<file path="config.mk">
export PLATFORM = sky130hd
export DESIGN_NAME = ret_addr_stack
export DESIGN_NICKNAME = d
export VERILOG_FILES = /design/src/rtl/ret_addr_stack.sv
export SDC_FILE = /design/constraint.sdc
export NUM_CORES = 1
export LEC_CHECK = 0
export CAP_MARGIN = 20
export CELL_PAD_IN_SITES_DETAIL_PLACEMENT = 1
export CELL_PAD_IN_SITES_GLOBAL_PLACEMENT = 1
export CORE_ASPECT_RATIO = 2
export CORE_MARGIN = 3
export CORE_UTILIZATION = 40
export CTS_BUF_LIST = sky130_fd_sc_hd__clkbuf_2 sky130_fd_sc_hd__clkbuf_4 sky130_fd_sc_hd__clkbuf_8
export CTS_CLUSTER_DIAMETER = 30
export CTS_CLUSTER_SIZE = 10
export DETAILED_ROUTE_END_ITERATION = 8
export PLACE_DENSITY_LB_ADDON = 0.1
export SLEW_MARGIN = 10
export SYNTH_ARGS = -nofsm -noshare
export SYNTH_HDL_FRONTEND = slang
export SYNTH_SLANG_ARGS = --single-unit
</file>
<file path="constraint.sdc">
create_clock -name clk -period 4.6 [get_ports clk]
set_clock_uncertainty 0.05 [all_clocks]
set_input_delay 0.69 -clock clk [delete_from_list [all_inputs] [get_ports clk]]
set_output_delay 0.69 -clock clk [all_outputs]
set_load 0.01 [all_outputs]
</file>
<file path="src/rtl/ret_addr_stack.sv">
// Return-address stack for the branch-prediction frontend.
// Calls push their return IP and returns pop it. The stack is circular:
// a push when the stack is full overwrites the oldest entry. Each jump
// carries a snapshot (ptr, cnt, top entry). On a mispredict, that
// snapshot restores the stack to its state at that jump.
module ret_addr_stack #(
  parameter int DEPTH    = 16,
  parameter int IP_WIDTH = 48
) (
  input  logic                        clk,
  input  logic                        rst,
  input  logic                        decEn,
  input  logic                        stall,
  input  logic                        pushCallStack,
  input  logic                        popCallStack,
  input  logic [IP_WIDTH-1:0]         retIP,
  input  logic                        flush,
  input  logic [$clog2(DEPTH)-1:0]    flushPtr,
  input  logic [$clog2(DEPTH):0]      flushCnt,
  input  logic [IP_WIDTH-1:0]         flushTop,
  output logic [IP_WIDTH-1:0]         predIP,
  output logic                        predValid,
  output logic [$clog2(DEPTH)-1:0]    ckPtr,
  output logic [$clog2(DEPTH):0]      ckCnt,
  output logic [IP_WIDTH-1:0]         ckTop,
  output logic                        overflow,
  output logic                        underflow
);

  localparam int PTR_W = $clog2(DEPTH);
  localparam int CNT_W = PTR_W + 1;
  localparam logic [CNT_W-1:0] FULL_CNT = CNT_W'(DEPTH);

  logic [IP_WIDTH-1:0] entries [DEPTH];
  logic [PTR_W-1:0]    ptr;
  logic [CNT_W-1:0]    cnt;

  logic                upd;
  logic                isFull;
  logic                isEmpty;
  logic [PTR_W-1:0]    ptrInc;
  logic [PTR_W-1:0]    ptrDec;
  logic [CNT_W-1:0]    flushCntClamped;

  logic [PTR_W-1:0]    nextPtr;
  logic [CNT_W-1:0]    nextCnt;
  logic                nextOverflow;
  logic                nextUnderflow;
  logic                wrEn;
  logic [PTR_W-1:0]    wrIdx;
  logic [IP_WIDTH-1:0] wrData;

  // A flush cycle never counts as a push/pop slot, even if decode fires.
  assign upd     = decEn & ~stall & ~flush;
  assign isFull  = (cnt == FULL_CNT);
  assign isEmpty = (cnt == '0);
  // DEPTH is a power of two, so plain binary wrap gives modulo-DEPTH.
  assign ptrInc  = ptr + PTR_W'(1);
  assign ptrDec  = ptr - PTR_W'(1);
  assign flushCntClamped = (flushCnt > FULL_CNT) ? FULL_CNT : flushCnt;

  // Next pointer, occupancy, array write and exception flags.
  // Flush outranks push/pop.
  always_comb begin
    nextPtr       = ptr;
    nextCnt       = cnt;
    nextOverflow  = 1'b0;
    nextUnderflow = 1'b0;
    wrEn          = 1'b0;
    wrIdx         = ptr;
    wrData        = retIP;

    if (flush) begin
      nextPtr = flushPtr;
      nextCnt = flushCntClamped;
      wrEn    = 1'b1;
      wrIdx   = flushPtr;
      wrData  = flushTop;
    end else if (upd) begin
      if (pushCallStack && popCallStack) begin
        // Return followed by a call in the same slot: replace the top entry.
        wrEn  = 1'b1;
        wrIdx = ptr;
      end else if (pushCallStack) begin
        nextPtr      = ptrInc;
        wrEn         = 1'b1;
        wrIdx        = ptrInc;
        nextOverflow = isFull;
        if (!isFull) begin
          nextCnt = cnt + CNT_W'(1);
        end
      end else if (popCallStack) begin
        if (isEmpty) begin
          nextUnderflow = 1'b1;
        end else begin
          nextPtr = ptrDec;
          nextCnt = cnt - CNT_W'(1);
        end
      end
    end
  end

  // Pointer, occupancy and one-cycle exception pulses.
  always_ff @(posedge clk or negedge rst) begin
    if (!rst) begin
      ptr       <= '0;
      cnt       <= '0;
      overflow  <= 1'b0;
      underflow <= 1'b0;
    end else begin
      ptr       <= nextPtr;
      cnt       <= nextCnt;
      overflow  <= nextOverflow;
      underflow <= nextUnderflow;
    end
  end

  // Entry array. It is cleared on reset so predIP is never X.
  // A pop does not clear an entry, so a later flush can restore it.
  always_ff @(posedge clk or negedge rst) begin
    if (!rst) begin
      for (int i = 0; i < DEPTH; i++) begin
        entries[i] <= '0;
      end
    end else if (wrEn) begin
      entries[wrIdx] <= wrData;
    end
  end

  // Prediction and snapshot outputs are read from registered state only.
  always_comb begin
    predIP    = entries[ptr];
    predValid = ~isEmpty;
    ckPtr     = ptr;
    ckCnt     = cnt;
    ckTop     = entries[ptr];
  end

endmodule

</file>
==> flow_summary.toml <==
[run_status]
status = "finished clean"

[critical_path]
slowest_stage = "buf_4"
worst-path-buf-inv = 2
reg2reg_slack_ns = 1.01
crit_fanout = 54
rr_worst_depth = 8
worstReg2RegEnd = "entries[477]$_DFFE_PN0P_"
path_delay_family = "buffers and inverters"
worst_setup_path_start_kind = "register"
end_kind = "output port"
worstPathRequired_ns = 3.86
cp.depth = 4
cp_slowest_stage_delay_ns = 0.70
critPathKind = "register to output port"
cp_common_cell = "mux4_2"
r2r-start = "ckPtr[0]$_DFFE_PN0P_"
crit_chain = "buf_4 -> mux4_2 -> mux4_2 -> clkdlybuf4s50_1"
cp.arrival_ns = 3.54

[cts]
path_clk_slew_ns = 0.06
clk_latency_ns = 0.77
numCtsBuffers = 134
cts_tree = "done"
cts_resized = 0
cts_sinks = 779
cts_root_buf = "clkbuf_8"
cts.path.max_buffers = 3
htreeDepth = 4

[synthesis]
synth-xor-area-share_pct = 0.193
synth.area.mux_share_pct = 40.6
synth_edf_count = 0
syn_area_mm2 = 0.0362
synth_cell_types = 45
syn_inst = 2186
yosysWarnings = 0
syn_nets = 2304
synth_fa_ha_area_share_pct = 0.228
yosysSeqAreaShare_pct = 53.8
yosys.area_share.simple_pct = 0.846
synth-compound-area-share_pct = 0.690
synthArstFlopShare_pct = 100
synth_top_family_by_area = "multiplexers"
synth.avg_cell_area_um2 = 16.6
synth-seq-cells = 779
synth-main-ff-cell = "dfrtp_1"

[grt]
grt_pass1_wl_mm = 151
grt_use_total_pct = 21.5
grt.overflow.total = 0
antenna_found_initial = 1
grt_max_degree = 118
grt_pass1_vias = 23733

[worst_hold_path]
hold_depth = 1
holdPathEnd = "entries[141]$_DFFE_PN0P_"
hp-class = "register to register"
hold_start = "entries[141]$_DFFE_PN0P_"

[sta]
tns_ns = 0
maxSlewViolCount = 0
period_needed_ns = 4.28
worst_pin_slew_ns = 1.07
min_period_over_period_pct = 93.1
slew-limit-headroom_pct = 28.0
rsz0062_at_grt = "false"
hold_viol_final = 0
max_freq_ghz = 0.233
setup_viol = 0

[die]
rows = 155
fp.coreArea_mm2 = 0.0896
start_util_pct = 40.5
die_h_um = 432
io_pins = 220
die_x_um = 219
die-area_mm2 = 0.0945

[finish]
seq_area_mm2 = 0.0195
area_delta_synth_final_pct = 18.2
multiInputGateArea_mm2 = 0.0156
final_nets = 2490
instances_no_fill = 3655
fill_cells = 8494
drive_above_1_share_pct = 50.7

[placed_design]
dp.cells = 3411
globalplace.congestion = 0.746
port_buffers = 219
place_hpwl_mm = 58.6

[drt]
ant_nets = 0
via_per_inst = 5.53
vias = 20202
routedWlPerCell_um = 27.1
routed_wl_mm = 99.0
first_pass_iters = 5
drc_errors = 0
initialDrtViolationCount = 1066

[power]
vdd_ir_drop_max_mv = 0.282
p_per_area_mw_per_mm2 = 569
leakage_nw = 17.9

[run]
maxCapViolCount = 0
timing repair:
action / in CTS / in global routing
hold buffers: 1 / 0
buffers inserted: 1 / 0
endpoints found under the hold margin: 75 / 0
setup endpoints to repair: 17 / 0
where the power goes:
| group | leakage (nW) | internal, mW | switching, mW |
|---|---|---|---|
| combinational | 6.88 | 4.23 | 2.42 |
| sequential | 9.53 | 9.23 | 1.25 |
| clock | 1.54 | 4.15 | 3.09 |
| total | 17.9 | 17.6 | 6.76 |
placed cells by master (no fill, tap or decap), types with 10 or more instances in the layout:
cell and n:
dfrtp_1 775, bufinv_16 16, clkinv_4 10, buf_12 30, clkbuf_8 151, clkinv_2 13
nand2_1 11, clkdlybuf4s50_1 217, clkbuf_4 20, clkinvlp_4 22, buf_4 45, mux2_2 652
mux2_1 146, mux4_2 240, mux2_4 20
Yosys cell counts, types with 2 or more instances:
cell	count	share of area [%]
a221oi_1	2	0.048
o31ai_2	3	0.10
nor4_1	3	0.052
a21o_1	4	0.083
nor3_2	2	0.055
xor2_1	2	0.048
buf_1	19	0.20
mux2_2	652	20
buf_4	68	1.4
nand3_1	9	0.12
a21oi_1	3	0.041
o31a_1	3	0.073
nor3_1	7	0.097
mux2_4	20	0.83
dfrtp_1	779	54
mux2i_1	4	0.11
nand2b_1	5	0.086
clkbuf_1	95	0.98
o21a_1	3	0.062
o21ai_0	5	0.069
nand2_1	11	0.11
xnor2_1	6	0.14
nor2b_1	2	0.035
buf_2	56	0.77
mux4_2	240	15
or3_1	3	0.052
a31oi_1	2	0.035
ha_1	5	0.17
buf_6	6	0.19
mux2_1	146	4.5
inv_1	7	0.073
cell type report:
type	instances	share of cell area (%)
antenna	2	0.0117
clock buffer	171	5.20
clock inverter	69	2.03
inverter	7	0.0613
multi-input combinational	1156	36.4
sequential	779	45.6
tap	1177	3.44
timing repair buffer	294	7.32
sequential cells by signal, summed over array words and instances (netlist names):
register and cells:
ckCnt 5, overflow 1, underflow 1, ckPtr 4, entries 768
worst max-delay path by stage:
stage | start | to
detailed placement | pushCallStack | entries[310]$_DFFE_PN0P_
finish | ckPtr[1]$_DFFE_PN0P_ | predIP[26]
global placement | pushCallStack | entries[322]$_DFFE_PN0P_
global route | ckPtr[0]$_DFFE_PN0P_ | predIP[26]
floorplan | ckPtr[0]$_DFFE_PN0P_ | entries[130]$_DFFE_PN0P_
CTS | ckPtr[0]$_DFFE_PN0P_ | predIP[25]
worst register-to-register path, stage by stage (launching register included):
cell and delay (ns):
dfrtp_4 0.66, buf_12 0.24, ha_1 0.17, nand2_1 0.10
nor4_1 0.36, o31a_1 0.62, nand3_4 0.59, buf_12 0.37
mux2_1 0.35
stage by stage:
step	power [mW]	hold slack, ns	util [%]	area (µm²)	setup slack (ns)
2_1_floorplan	14.9	0.344	-	36200	1.12
3_3_place_gp	16.9	0.412	44.3	39700	0.339
3_5_place_dp	17.4	0.424	44.3	39700	0.321
4_1_cts	24.8	0.352	47.8	42800	0.161
5_1_grt	25.8	0.410	47.8	42800	0.144
6_report	24.4	0.435	47.8	42800	0.316
per-layer routing:
| metal | global-route usage, % | wire, µm | share of wire (%) |
|---|---|---|---|
| met1 | 26.5 | 39500 | 40 |
| met4 | 6.01 | 2060 | 2.1 |
| met2 | 39.1 | 53600 | 54 |
| met5 | 0 | 0 | 0 |
| met3 | 3.09 | 3900 | 3.9 |
kinds of logic (layout without fill, tap and decap cells):
group	count (synthesis)	after routing
other cells	0	2
fa+ha+maj	6	6
xor+xnor	8	8
compound gates	30	30
flops	779	779
mux	1062	1062
buf+inv	251	541
simple gates	50	50
Power figures use the tool's default switching activity.
==> patch 1 (config.mk and constraints unchanged) <==
The parameter `IP_WIDTH` goes from 48 to 72.
--- a/src/rtl/ret_addr_stack.sv
+++ b/src/rtl/ret_addr_stack.sv
@@ -5,7 +5,7 @@
 // snapshot restores the stack to its state at that jump.
 module ret_addr_stack #(
   parameter int DEPTH    = 16,
-  parameter int IP_WIDTH = 48
+  parameter int IP_WIDTH = 72
 ) (
   input  logic                        clk,
   input  logic                        rst,
Ports: changed (resized ckTop, flushTop, predIP and retIP); port bits go from 220 to 316. The function was not compared with the original's and may differ.
==> patch 1 against the original RTL <==
  * Non-clock buffer count up 125
  * Total power is 54% higher
  * Synthesized area is 48% higher
  * Synthesized cell count is 47% higher
  * Worst setup slack worse by 0.086 ns
  * Sequential cell count grew 384
  * Global-route usage up 0.51 points
  * Routed wire length up 52%
  * Cell area up 47%
  * Largest cell class unchanged
  * Largest power group unchanged
  * Highest routed layer unchanged
==> patch 1: results (changes against the original RTL) <==
synth_compound_area_frac: 0.00429  # -0.00262
ys_top_cells_by_count: "1181 x mux2_2, 1163 x dfrtp_1, 360 x mux4_2"
status: "finished, final reports clean"
placed_cells: 4999  # +47%
grt_pass1_wl_um: 228000  # +51%
seq_area_frac_synth: 0.542  # +0.00399
holdPathEnd: "ckCnt[0]"
largest_reg_flops: 1152  # +50%
post-route-min-period_ns: 4.37  # +0.0861 ns
routed-wl-met3_um: 4780  # +23%
r2r_cells: 9  # +1
drt_iter0_markers: 1295  # +21%
finalNetCount: 3629  # +46%
dr.pass1.iters: 4  # -1
synth-adder-area-share: 0.00154  # -0.000741
io_buffers: 315  # +44%
min_delay_path_depth: 3  # +2
leakagePower_nw: 26.1  # +45%
syn_inst: 3219  # +47%
ys_types: 49  # +8.9%
swShare: 0.283  # +0.00590
max_slew_margin: 0.297  # +0.0169
post_dp_cell_area_um2: 58800  # +48%
synthTopCellsByArea: "dfrtp_1 54%, mux2_2 25%, mux4_2 15%, buf_4 1.3%, mux2_1 0.94%"
hp-start: "flushCnt[0]"
[patch 1: changes by cell type after synthesis, moves of 20 or more]
cell | unedited run | this run
mux2_4 | 20 | 0
dfrtp_1 | 779 | 1163
buf_1 | 19 | 39
buf_4 | 68 | 94
mux4_2 | 240 | 360
clkbuf_1 | 95 | 126
buf_2 | 56 | 88
mux2_2 | 652 | 1181
mux2_1 | 146 | 45
[patch 1: power by group through the flow]
stage	combinational (mW)	sequential (mW)	clock (mW)
3_3_place_gp	11.0	16.1	0
3_5_place_dp	11.5	16.6	0
5_1_grt	12.1	16.9	10.6
6_report	11.3	16.4	9.79
2_1_floorplan	8.19	15.6	0
4_1_cts	11.6	16.4	10.2
[patch 1: final cells by class]
cell class,instances,area [um2]
fill,12454,70000
sequential,1163,29100
multi-input combinational,1693,22800
timing repair buffer,419,4710
clock buffer,227,3010
tap,1719,2150
clock inverter,91,1070
inverter,9,33.8
antenna,1,2.50
==> patch 2 (config.mk and constraints unchanged) <==
Made on the original files. Make the reset (`rst`) synchronous in 2 clocked blocks.
--- a/src/rtl/ret_addr_stack.sv
+++ b/src/rtl/ret_addr_stack.sv
@@ -101,7 +101,7 @@
   end
 
   // Pointer, occupancy and one-cycle exception pulses.
-  always_ff @(posedge clk or negedge rst) begin
+  always_ff @(posedge clk) begin
     if (!rst) begin
       ptr       <= '0;
       cnt       <= '0;
@@ -117,7 +117,7 @@
 
   // Entry array. It is cleared on reset so predIP is never X.
   // A pop does not clear an entry, so a later flush can restore it.
-  always_ff @(posedge clk or negedge rst) begin
+  always_ff @(posedge clk) begin
     if (!rst) begin
       for (int i = 0; i < DEPTH; i++) begin
         entries[i] <= '0;
Check against the original RTL: not settled (the Yosys comparison gave no result); the edit may change what the design does.
==> patch 2 against the original RTL <==
  * Core utilization decreased by 0.30 points
  * Worst setup slack worse by 0.11 ns
  * Synthesized area down 1.8%
  * Cell area is 2.1% lower
  * Routed wire length up 10%
  * Via count grew 8.6%
  * Sequential cell count is 4 higher
  * Critical path type unchanged
  * Largest cell class unchanged
Power is not compared: it rests on default switching activity, and its combinational part moved more than twofold at a synthesized area within 25%.
==> patch 2: results (changes against the original RTL) <==
hp-start: "rst"
synth_nets: 2416  # +4.9%
gp_congestion: 0.782  # +4.8%
seq_area_frac_synth: 0.656  # +0.118
drt_iter0_markers: 1839  # +73%
use_met2: 0.429  # +0.0375
grt_pass1_wl_um: 161000  # +6.7%
worst_ep_arrival_time_ns: 3.65  # +0.11 ns
reg2reg_to: "entries[14][2]"
route.met2.wl_um: 58700  # +9.6%
clock_latency_ns: 0.79  # +0.02 ns
grtUsageTotal: 0.236  # +0.0209
reg2reg_slack_ns: 1.16  # +0.15 ns
status: "finished, final reports clean"
htreeDepth: 3  # -1
antenna_found_initial: 1  # unchanged
r2r_cells: 7  # -1
min_delay_path_depth: 3  # +2
rr_startpoint: "ckPtr[0]"
final_cells: 3682  # +0.74%
synth_compound_area_frac: 0.0104  # +0.00353
placed_cells: 3463  # +1.5%
syn-mean-instance-area_um2: 15.5  # -6.5%
grt_max_degree: 129  # +9.3%
crit_family: "multiplexers"
hp-class: "primary input to flop"
worstPathMaxFanout: 30  # -44%
finalNetCount: 2536  # +1.8%
grt_use_met3: 0.0341  # +0.00321
cts.clk_slew.worst_paths_ns: 0.07
totalWireLength_um: 109000  # +10%
synth_edf_count: 768  # +768
cts_made_buffers: 118  # -12%
holdWs_ns: 0.238  # -0.196 ns
p_int_mw: 13.0
grt_pass1_vias: 24416  # +2.9%
ys_top_cells_by_count: "771 x nor3_1, 768 x edfxtp_1, 240 x mux4_2"
gr-usage-met1: 0.285  # +0.0195
ys_types: 49  # +8.9%
crit_slowest_cell: "mux4_2"
synth_xor_area_frac: 0.00123  # -0.000703
routed-wl-met3_um: 5260  # +35%
synth_mux_area_frac: 0.167  # -0.240
synthTopCellsByArea: "edfxtp_1 65%, mux4_2 15%, nor3_1 11%, buf_2 2.1%, mux2i_1 1.4%"
post_dp_cell_area_um2: 39100  # -1.6%
synth-adder-area-share: 0.00302  # +0.000744
max_cap_violations: 0  # unchanged
ctsResizeCount: 0  # unchanged
leakagePower_nw: 13.3
met1_length_um: 41500  # +5.2%
async_reset_ff_frac: 0  # -1.00
power_mw: 17.5
preCtsSetupSlack_ns: 0.648  # +0.327 ns
dp_hpwl_um: 59500  # +1.5%
tightest_slew_ns: 1.14  # +0.0665 ns
drive_above_1_share: 0.236  # -0.271
viasPerCell: 5.96  # +7.8%
cts_setup_buffers: 0  # -1
slowest_delay_ns: 0.61  # -0.09 ns
==> patch 2: cell count changes after synthesis, sizes merged, moves of 14 or more <==
cell / change
mux2: -816
dfrtp: -779
edfxtp: +768
nor3: +762
buf: +48
mux2i: +47
clkbuf: +40
dfxtp: +15
o21ai: +14
==> patch 2: final cells by class <==
cell class	instances	area [um2]
antenna	1	2.50
inverter	7	26.3
multi-input combinational	1174	10900
timing repair buffer	332	3420
clock inverter	81	1010
fill	8625	46300
clock buffer	134	1760
sequential	783	23400
tap	1170	1460
==> patch 2: worst max path at each step <==
| stage | from | end | slack (ns) | cells after the start |
|---|---|---|---|---|
| 2_1_floorplan | pushCallStack | entries[11][0] | -1.28 | 8 |
| 3_3_place_gp | pushCallStack | entries[2][44] | 0.73 | 8 |
| 3_5_place_dp | pushCallStack | entries[2][12] | 0.65 | 8 |
| 4_1_cts | flop | ckTop[46] | 0.07 | 5 |
| 5_1_grt | flop | ckTop[46] | 0.03 | 5 |
| 6_report | flop | ckTop[46] | 0.21 | 5 |
